$ cat config.mk
export PLATFORM = sky130hd
export DESIGN_NAME = tone_player
export DESIGN_NICKNAME = d
export VERILOG_FILES = /design/src/rtl/audio_pkg.sv /design/src/rtl/tone_divider.sv /design/src/rtl/tone_player.sv
export SDC_FILE = /design/constraint.sdc
export NUM_CORES = 1
export LEC_CHECK = 0
export CORE_MARGIN = 4
export CORE_UTILIZATION = 45
export DETAILED_ROUTE_END_ITERATION = 8
export GPL_TIMING_DRIVEN = 0
export PLACE_DENSITY_LB_ADDON = 0.08
export SLEW_MARGIN = 20
export SYNTH_ARGS = -nofsm -noshare
export SYNTH_HDL_FRONTEND = slang
export SYNTH_SLANG_ARGS = --single-unit
$ cat constraint.sdc
create_clock -name clk -period 3.7 [get_ports clk]
set_input_delay 0.74 -clock clk [delete_from_list [all_inputs] [get_ports clk]]
set_output_delay 0.74 -clock clk [all_outputs]
set_load 0.02 [all_outputs]
$ cat src/rtl/audio_pkg.sv
// Shared types and constants for the audio prescale path.
//   tone_state_t : note sequencer states (IDLE, PLAY, GAP)
//   PS_W         : width of the tone prescale value
//   HALF_SHIFT   : half-period = prescale << HALF_SHIFT clocks
//   SAMPLE_W     : width of the signed codec sample
//   PS_ZERO      : prescale value that means "no tone"
package audio_pkg;

  typedef enum logic [1:0] {
    IDLE = 2'd0,
    PLAY = 2'd1,
    GAP  = 2'd2
  } tone_state_t;

  localparam int unsigned PS_W       = 10;
  localparam int unsigned HALF_SHIFT = 7;
  localparam int unsigned SAMPLE_W   = 16;

  localparam logic [PS_W-1:0] PS_ZERO = 10'h000;

endpackage

$ cat src/rtl/tone_divider.sv
// Half-period divider producing the square-wave phase of a tone.
//   clk, resetN : system clock, asynchronous active-low reset
//   enable      : advance the half-period counter this cycle (in PLAY)
//   restart     : PLAY entry or retrigger; counter to 0, phase to 1
//   curPs       : current prescale; half-period = curPs * 128 clocks
//   phase       : square-wave phase, forced to 0 when neither enabled nor restarting
module tone_divider
  import audio_pkg::*;
(
  input  logic            clk,
  input  logic            resetN,
  input  logic            enable,
  input  logic            restart,
  input  logic [PS_W-1:0] curPs,
  output logic            phase
);

  localparam int unsigned CNT_W = PS_W + HALF_SHIFT;

  logic [CNT_W-1:0] cnt;
  logic [CNT_W-1:0] terminal;

  assign terminal = {curPs, {HALF_SHIFT{1'b0}}} - CNT_W'(1);

  // curPs is updated on the same edge as restart, so the first half-period
  // after a restart already compares against the new terminal.
  always_ff @(posedge clk or negedge resetN) begin
    if (!resetN) begin
      cnt   <= '0;
      phase <= 1'b0;
    end else if (restart) begin
      cnt   <= '0;
      phase <= 1'b1;
    end else if (enable) begin
      if (cnt == terminal) begin
        cnt   <= '0;
        phase <= ~phase;
      end else begin
        cnt <= cnt + CNT_W'(1);
      end
    end else begin
      cnt   <= '0;
      phase <= 1'b0;
    end
  end

endmodule

$ cat src/rtl/tone_player.sv
// Timed square-wave tone player: PLAY for DUR_CYCLES, then a GAP_CYCLES gap.
//   clk, resetN   : 25 MHz system clock, asynchronous active-low reset
//   preScaleValue : tone prescale, sampled only when playReq=1 (0 = ignored)
//   playReq       : one-cycle play strobe
//   busy          : high in PLAY or GAP
//   toneActive    : high in PLAY
//   done          : one-cycle pulse, first cycle after a note expires
//   squareOut     : buzzer square wave, 0 outside PLAY
//   sampleOut     : signed codec sample, +/-amplitude in PLAY, 0 otherwise
// Optional build macro TONE_DECAY_EN: amplitude halves at each quarter of the note.
module tone_player
  import audio_pkg::*;
#(
  parameter int unsigned         DUR_CYCLES = 2_500_000,
  parameter int unsigned         GAP_CYCLES = 250_000,
  parameter logic [SAMPLE_W-1:0] AMPLITUDE  = 16'h2000
) (
  input  logic                clk,
  input  logic                resetN,
  input  logic [PS_W-1:0]     preScaleValue,
  input  logic                playReq,
  output logic                busy,
  output logic                toneActive,
  output logic                done,
  output logic                squareOut,
  output logic [SAMPLE_W-1:0] sampleOut
);

  localparam int unsigned DUR_W = $clog2(DUR_CYCLES);
  localparam int unsigned GAP_W = (GAP_CYCLES > 1) ? $clog2(GAP_CYCLES) : 1;

  tone_state_t     state, state_nxt;
  logic [PS_W-1:0] cur_ps, cur_ps_nxt;
  logic [PS_W-1:0] pend_ps, pend_ps_nxt;
  logic            pend, pend_nxt;
  logic [DUR_W-1:0] dur_cnt, dur_cnt_nxt;
  logic [GAP_W-1:0] gap_cnt, gap_cnt_nxt;
  logic            done_nxt;
  logic            restart;
  logic            enable;
  logic            req;
  logic            dur_last;
  logic            gap_last;

  assign req      = playReq && (preScaleValue != PS_ZERO);
  assign dur_last = (dur_cnt == DUR_W'(DUR_CYCLES - 1));
  assign gap_last = (gap_cnt == GAP_W'(GAP_CYCLES - 1));

  always_comb begin
    state_nxt   = state;
    cur_ps_nxt  = cur_ps;
    pend_ps_nxt = pend_ps;
    pend_nxt    = pend;
    dur_cnt_nxt = dur_cnt;
    gap_cnt_nxt = gap_cnt;
    done_nxt    = 1'b0;
    restart     = 1'b0;
    unique case (state)
      IDLE: begin
        if (req) begin
          state_nxt   = PLAY;
          cur_ps_nxt  = preScaleValue;
          dur_cnt_nxt = '0;
          restart     = 1'b1;
        end
      end
      PLAY: begin
        // A retrigger takes priority over expiry and suppresses done.
        if (req) begin
          cur_ps_nxt  = preScaleValue;
          dur_cnt_nxt = '0;
          restart     = 1'b1;
        end else if (dur_last) begin
          state_nxt   = GAP;
          dur_cnt_nxt = '0;
          gap_cnt_nxt = '0;
          done_nxt    = 1'b1;
        end else begin
          dur_cnt_nxt = dur_cnt + DUR_W'(1);
        end
      end
      GAP: begin
        if (gap_last) begin
          gap_cnt_nxt = '0;
          pend_nxt    = 1'b0;
          if (req || pend) begin
            state_nxt   = PLAY;
            cur_ps_nxt  = req ? preScaleValue : pend_ps;
            dur_cnt_nxt = '0;
            restart     = 1'b1;
          end else begin
            state_nxt = IDLE;
          end
        end else begin
          gap_cnt_nxt = gap_cnt + GAP_W'(1);
          if (req) begin
            pend_nxt    = 1'b1;
            pend_ps_nxt = preScaleValue;
          end
        end
      end
      default: state_nxt = IDLE;
    endcase
  end

  assign enable = (state == PLAY) && (state_nxt == PLAY) && !restart;

  always_ff @(posedge clk or negedge resetN) begin
    if (!resetN) begin
      state      <= IDLE;
      cur_ps     <= '0;
      pend_ps    <= '0;
      pend       <= 1'b0;
      dur_cnt    <= '0;
      gap_cnt    <= '0;
      busy       <= 1'b0;
      toneActive <= 1'b0;
      done       <= 1'b0;
    end else begin
      state      <= state_nxt;
      cur_ps     <= cur_ps_nxt;
      pend_ps    <= pend_ps_nxt;
      pend       <= pend_nxt;
      dur_cnt    <= dur_cnt_nxt;
      gap_cnt    <= gap_cnt_nxt;
      busy       <= (state_nxt != IDLE);
      toneActive <= (state_nxt == PLAY);
      done       <= done_nxt;
    end
  end

  tone_divider u_divider (
    .clk     (clk),
    .resetN  (resetN),
    .enable  (enable),
    .restart (restart),
    .curPs   (cur_ps_nxt),
    .phase   (squareOut)
  );

  logic [SAMPLE_W-1:0] mag;

`ifdef TONE_DECAY_EN
  localparam int unsigned QUARTER = DUR_CYCLES / 4;
  logic [1:0] q;

  always_comb begin
    q = 2'd0;
    if (32'(dur_cnt) >= 3 * QUARTER)      q = 2'd3;
    else if (32'(dur_cnt) >= 2 * QUARTER) q = 2'd2;
    else if (32'(dur_cnt) >= QUARTER)     q = 2'd1;
  end

  assign mag = SAMPLE_W'($signed(AMPLITUDE) >>> q);
`else
  assign mag = AMPLITUDE;
`endif

  // Decoded only from flops (toneActive, phase, duration counter), so the
  // sample carries no combinational path from the inputs.
  always_comb begin
    sampleOut = '0;
    if (toneActive) sampleOut = squareOut ? mag : (~mag + SAMPLE_W'(1));
  end

endmodule
==> After elaboration in Yosys (flattened, before gate mapping) <==
Cells that the tools add are included.
{ "classes": {"reduce_logical": 16, "add_sub_neg": 4, "bitwise_logic": 2, "n_mux": 38, "eq_ne": 12} }
{ "op_table": {"columns": ["cell", "n"], "rows": [
  ["22-bit two-way mux", 5],
  ["22-bit case mux with 3 select lines", 1],
  ["18-bit two-way mux", 3],
  ["17-bit two-way mux", 3],
  ["10-bit two-way mux", 4],
  ["18-bit case mux with 2 select lines", 1],
  ["16-bit two-way mux", 2],
  ["22-bit by 1-bit adder with 22-bit output, second input constant", 1],
  ["22-bit == test, second input constant", 1],
  ["10-bit case mux with 2 select lines", 1],
  ["18-bit by 1-bit adder with 18-bit output, second input constant", 1],
  ["18-bit == test, second input constant", 1],
  ["17-bit by 1-bit adder with 17-bit output, second input constant", 1],
  ["17-bit == test", 1],
  ["17-bit by 1-bit subtractor with 17-bit output, second input constant", 1],
  ["1-bit two-way mux", 12],
  ["2-bit != test, second input constant", 5],
  ["10-bit nonzero test", 1],
  ["2-bit two-way mux", 4],
  ["2-bit case mux with 3 select lines", 1],
  ["2-bit nonzero test", 3],
  ["2-bit by 1-bit == test with 1-bit output, second input constant", 2],
  ["2-bit AND reduction", 2],
  ["4-bit AND reduction", 1],
  ["11 further kinds", 14]
]} }
{ "totals": {"wordCells": 83, "in_bits": 13, "regBits": 84, "output_inout_bits": 20} }

==> Logic depth before layout (Yosys ltp) <==
Gate-level depths: netlist of the first run.
{ "depth": {"ltp_word": 11, "ltp_mapped": 15, "depth_no_buf": 13} }

==> Modules after synthesis <==
Synthesis of the first run repeated with hierarchy kept, for this count alone.
{ "unflattened": {"cells_unflattened": 538, "hier_area_um2": 5175.0} }
{ "by_module_without_submodules": {"columns": ["module", "instances", "seq_area_each_um2", "cells_per_inst", "area_each_um2"], "rows": [
  ["tone_player", 1, 1651.6, 407, 3908.7],
  ["tone_divider", 1, 450.4, 131, 1266.2]
]} }

==> Worst setup path after synthesis of the first run <==
OpenSTA, ideal clock, no wires.
{ "synth_path": {"path_type": "input to register", "startpoint": "input port preScaleValue[3]", "endpoint": "register u_divider.cnt[7]", "setup_ps": 136, "arrival_time_ps": 3685, "n_path_buf": 3, "path_stages": 13, "setup_slack_ps": -121, "required_ps": 3564, "path_cell_list": "or4_4 o31a_1 buf_6 o2111a_1 o31a_1 buf_6 or4_1 a31oi_1 o2bb2ai_1 nand4_1 a21oi_4 buf_6 nor3_1"} }
{ "synth_between": {"elab_chain_cells": 11, "elab_cells_between_ends": 26, "cone_classes": "add/sub (1); eq/ne (2); mux (17); reduce/logical (6)"} }
{ "synth_rtl": {"columns": ["item", "line_no", "source"], "rows": [
  ["from (decl)", "tone_player.sv:20", "input logic [PS_W-1:0] preScaleValue,"],
  ["10-bit nonzero test", "tone_player.sv:45", "assign req = playReq && (preScaleValue != PS_ZERO);"],
  ["1-bit logical AND", "tone_player.sv:45", null],
  ["10-bit two-way mux / 1-bit logical OR (equally long branches)", null, null],
  ["10-bit two-way mux / 1-bit two-way mux (equally long branches)", "tone_player.sv:86", "if (req || pend) begin"],
  ["10-bit two-way mux / 2-bit two-way mux (equally long branches)", "tone_player.sv:83", "if (gap_last) begin"],
  ["10-bit case mux with 2 select lines / 2-bit case mux with 3 select lines (equally long branches)", "tone_player.sv:58", "unique case (state)"],
  ["17-bit by 1-bit subtractor with 17-bit output / 2-bit by 1-bit == test with 1-bit output (equally long branches)", "tone_divider.sv:23, tone_player.sv:106", null],
  ["17-bit == test / 1-bit logical AND (equally long branches)", "tone_divider.sv:35, tone_player.sv:106", null],
  ["17-bit two-way mux / 1-bit logical AND (equally long branches)", "tone_divider.sv:35, tone_player.sv:106", null],
  ["17-bit two-way mux", "tone_divider.sv:34", "end else if (enable) begin"],
  ["17-bit two-way mux (*)", "tone_divider.sv:31", "end else if (restart) begin"],
  ["to (signal assigned)", "tone_divider.sv:39", "cnt <= cnt + CNT_W'(1);"],
  ["to (decl)", "tone_divider.sv:20", "logic [CNT_W-1:0] cnt;"]
]} }
Mark *: on every way between the ends. The rest lies on a longest branch, timed or not.
A chain may end at the register's enable or synchronous reset.

==> Worst setup path in the final report of the first run <==
{ "layout_path": {"startpoint": "input port preScaleValue[6]", "endpoint": "register u_divider.cnt[8]"} }
The elaborated chain is that of the path after synthesis.

==> out/metrics.csv, run 1 <==
metric,value,unit
core,0.0109,mm2
viasPerCell,5.90,
fin_nets,657,
timing.setup.tns,-0.0134,ns
cts.htree.levels,3,
endpoint_kind,flop,
antenna_found_initial,0,
path_delay_family,compound AO/OA/AOI/OAI gates,
cts_tree,yes,
row_count,38,
crit_fanout,7,
synth-main-ff-cell,dfrtp_1,
rsz0062_at_grt,true,
slew_violations,0,
setup_ws,-0.00573,ns
route.detailed.drc,0,
yosysWarnings,0,
dr_total_vias,4635,
highest_layer,met4,
syn-cell-area,0.00503,mm2
avgSynthCellArea,8.69,um2
drive_gt1_share,19.1,%
clkTransAtPathRegs,0.09,ns
fmax,270,MHz
grt_usage,21.1,%
critPathRequiredTime,3.93,ns
m1WireLength,5940,um
crit_buf_inv,3,
status,finished with violations,
critPathLaunchType,input port,
grt_pass1_wl,22400,um
min_period_over_period,100,%
synthCells,579,
p_leak,2.56,nW
layoutNonFillerInstCount,785,
hpwl,9040,um
n_antenna_cell,0,
io_buffer_count,18,
hold_buffers,0,
powerDensity,311,mW/mm2
grt_start_max_net_pins,58,
multiInputGateArea,0.00291,mm2
crit_arrival,3.93,ns
cts.sink_count,84,
setup_violations,5,
synth_area_leaders,"dfrtp_1, o21ai_0, nand2_1, nor2_1, and3_1",
register_area,0.00210,mm2
synth.distinct_cells,66,
skew,0.0118,ns
min_path_type,input port to asynchronous set/reset pin,
initial_utilization,46.2,%
finalCriticalPeriod,3.71,ns
wl_met2,6260,um
worst_pin_slew,0.913,ns
violations,setup timing,
wl_per_cell,16.9,um
irDropWorstVdd,0.000292,V
clock_tree.buffer_depth,2,
drt_iter0_drc,450,
grt_overflow,0,
cp_cell_sequence,buf_2 -> or4_4 -> o31a_1 -> buf_6 -> o2111a_1 -> o31a_1 -> ha_4 -> o311a_1 -> a21o_1 -> nand3_1 -> a31o_2 -> nand4_1 -> a21oi_4 -> buf_6 -> nor3_2,
synth-seq-area-share,41.8,%
fill_cells,982,
cts_root_buf,clkbuf_8,
max_slew_margin,38.7,%
wl,13300,um
grt_pass1_vias,4530,
synth_commonest_cells,"dfrtp_1, o21ai_0, nand2_1, nor2_1, and3_1",
synth.ff_latch_count,84,
cts-buffers-inserted,9,
slowest_stage,or4_4,
finalHoldViolations,0,
postRouteAntennaNets,0,
syn2layout_area_growth,20.7,%
max_stage_delay,0.54,ns
synth_edf_count,0,
clock_latency,0.36,ns
drv_cap,0,
firstDrtPassIters,7,
die_w,114,um
async_flop_share,100,%
wl_met3,705,um
yosysTopAreaCellShare,41.8,%
die_area,0.0129,mm2
placed_cells,750,
fp.dieH,114,um
yosysMostFrequentCell,dfrtp_1,
critPathKind,input port to flop,
dp_slack,-1.14,ns
io-pin-count,33,
yosysTopAreaCell,dfrtp_1,
globalplace.congestion,0.882,
flip-flops by register name, indices dropped and copies added, names as in the netlist, 2 cells and up:
register,flops
dur_cnt,22
gap_cnt,18
u_divider.cnt,17
cur_ps,10
pend_ps,10
state,2
metal layers:
layer | track usage [%] | up-vias
li1 | - | 2223
met1 | 29.0 | 2209
met2 | 33.7 | 160
met3 | 4.40 | 43
met4 | 6.41 | 0
met5 | 0 | -
worst paths after layout:
path / startpoint / endpoint / slack, ns / cells after the start
worst max-delay path: preScaleValue[6] / u_divider.cnt[8] / -0.006 / 15
worst min-delay path: resetN / gap_cnt[7] / 0.30 / 1
worst max register to register: gap_cnt[6] / u_divider.cnt[8] / 0.07 / 15
worst min register to register: gap_cnt[17] / gap_cnt[17] / 0.48 / 1
max in group asynchronous: resetN / u_divider.cnt[11] / 2.77 / 2
min in group clk: gap_cnt[17] / gap_cnt[17] / 0.48 / 1
cells in the final DEF, fill, tap and decap left out, types with 11 or more instances in the layout:
cell type and n:
xor2_1 15, dfrtp_1 82, a21oi_1 13, o21ai_0 73, nand2_1 64, buf_4 32
nor2_1 51, and3_1 25, inv_1 13, clkbuf_1 16, xnor2_1 12, buf_6 12
nand4_1 11, conb_1 13, nand3_1 24, a31oi_1 15, nor3_1 15
cell type report:
| class | instances | area share (%) |
|---|---|---|
| tap | 140 | 2.88 |
| inverter | 18 | 1.11 |
| buffer | 37 | 3.69 |
| clock inverter | 6 | 1.05 |
| timing repair buffer | 42 | 6.40 |
| multi-input combinational | 448 | 48.0 |
| sequential | 84 | 34.6 |
| clock buffer | 10 | 2.27 |
logic make-up (layout without fill, tap and decap cells):
kind of cell	count (synthesis)	count (layout)	share of synthesized area, %
AND/OR/NAND/NOR	241	241	24.3
AO/OA/AOI/OAI	154	154	20.2
flip-flops	84	84	41.8
buffers and inverters	59	113	5.97
XOR/XNOR	27	27	4.70
multiplexers	9	9	1.94
adder cells (fa/ha/maj)	4	4	0.994
other	1	13	0.0745
metrics by stage:
step | hold slack (ns) | area, um2 | util, % | power [mW]
6_report | 0.296 | 6080 | 55.8 | 1.89
5_1_grt | 0.302 | 6080 | 55.8 | 1.98
4_1_cts | 0.296 | 5880 | 54.0 | 1.88
3_5_place_dp | 0.468 | 5480 | 50.4 | 1.18
3_3_place_gp | 0.466 | 5460 | 50.1 | 1.17
2_1_floorplan | 0.444 | 5100 | - | 1.10
power breakdown:
group          internal [mW]  total, mW  switching (mW)
Sequential             0.936      0.952          0.0162
Clock                  0.329      0.682           0.353
Combinational          0.102      0.254           0.152
worst reg2reg max path, cell delays in order, from the launching register on:
cell and delay [ns]:
dfrtp_2 0.44, or4b_1 0.58, nor4_4 0.24, buf_6 0.17
buf_4 0.12, a31oi_1 0.08, o31a_1 0.39, ha_4 0.21
o311a_1 0.16, a21o_1 0.21, nand3_1 0.08, a31o_2 0.17
nand4_1 0.15, a21oi_4 0.27, buf_6 0.18, nor3_2 0.04
what timing repair did:
action	CTS	global route
setup buffers	15	7
pin swaps	11	20
gates cloned	1	0
resized for setup	63	35
setup endpoints to repair	40	20
Note: power is estimated with default switching activity, not from simulation.
==> run 2: changes to the inputs <==
Settings changed: CTS_CLUSTER_DIAMETER from default to 40.
==> results of run 2 <==
No change in the layout: final DEF, timing and power equal those of run 1.
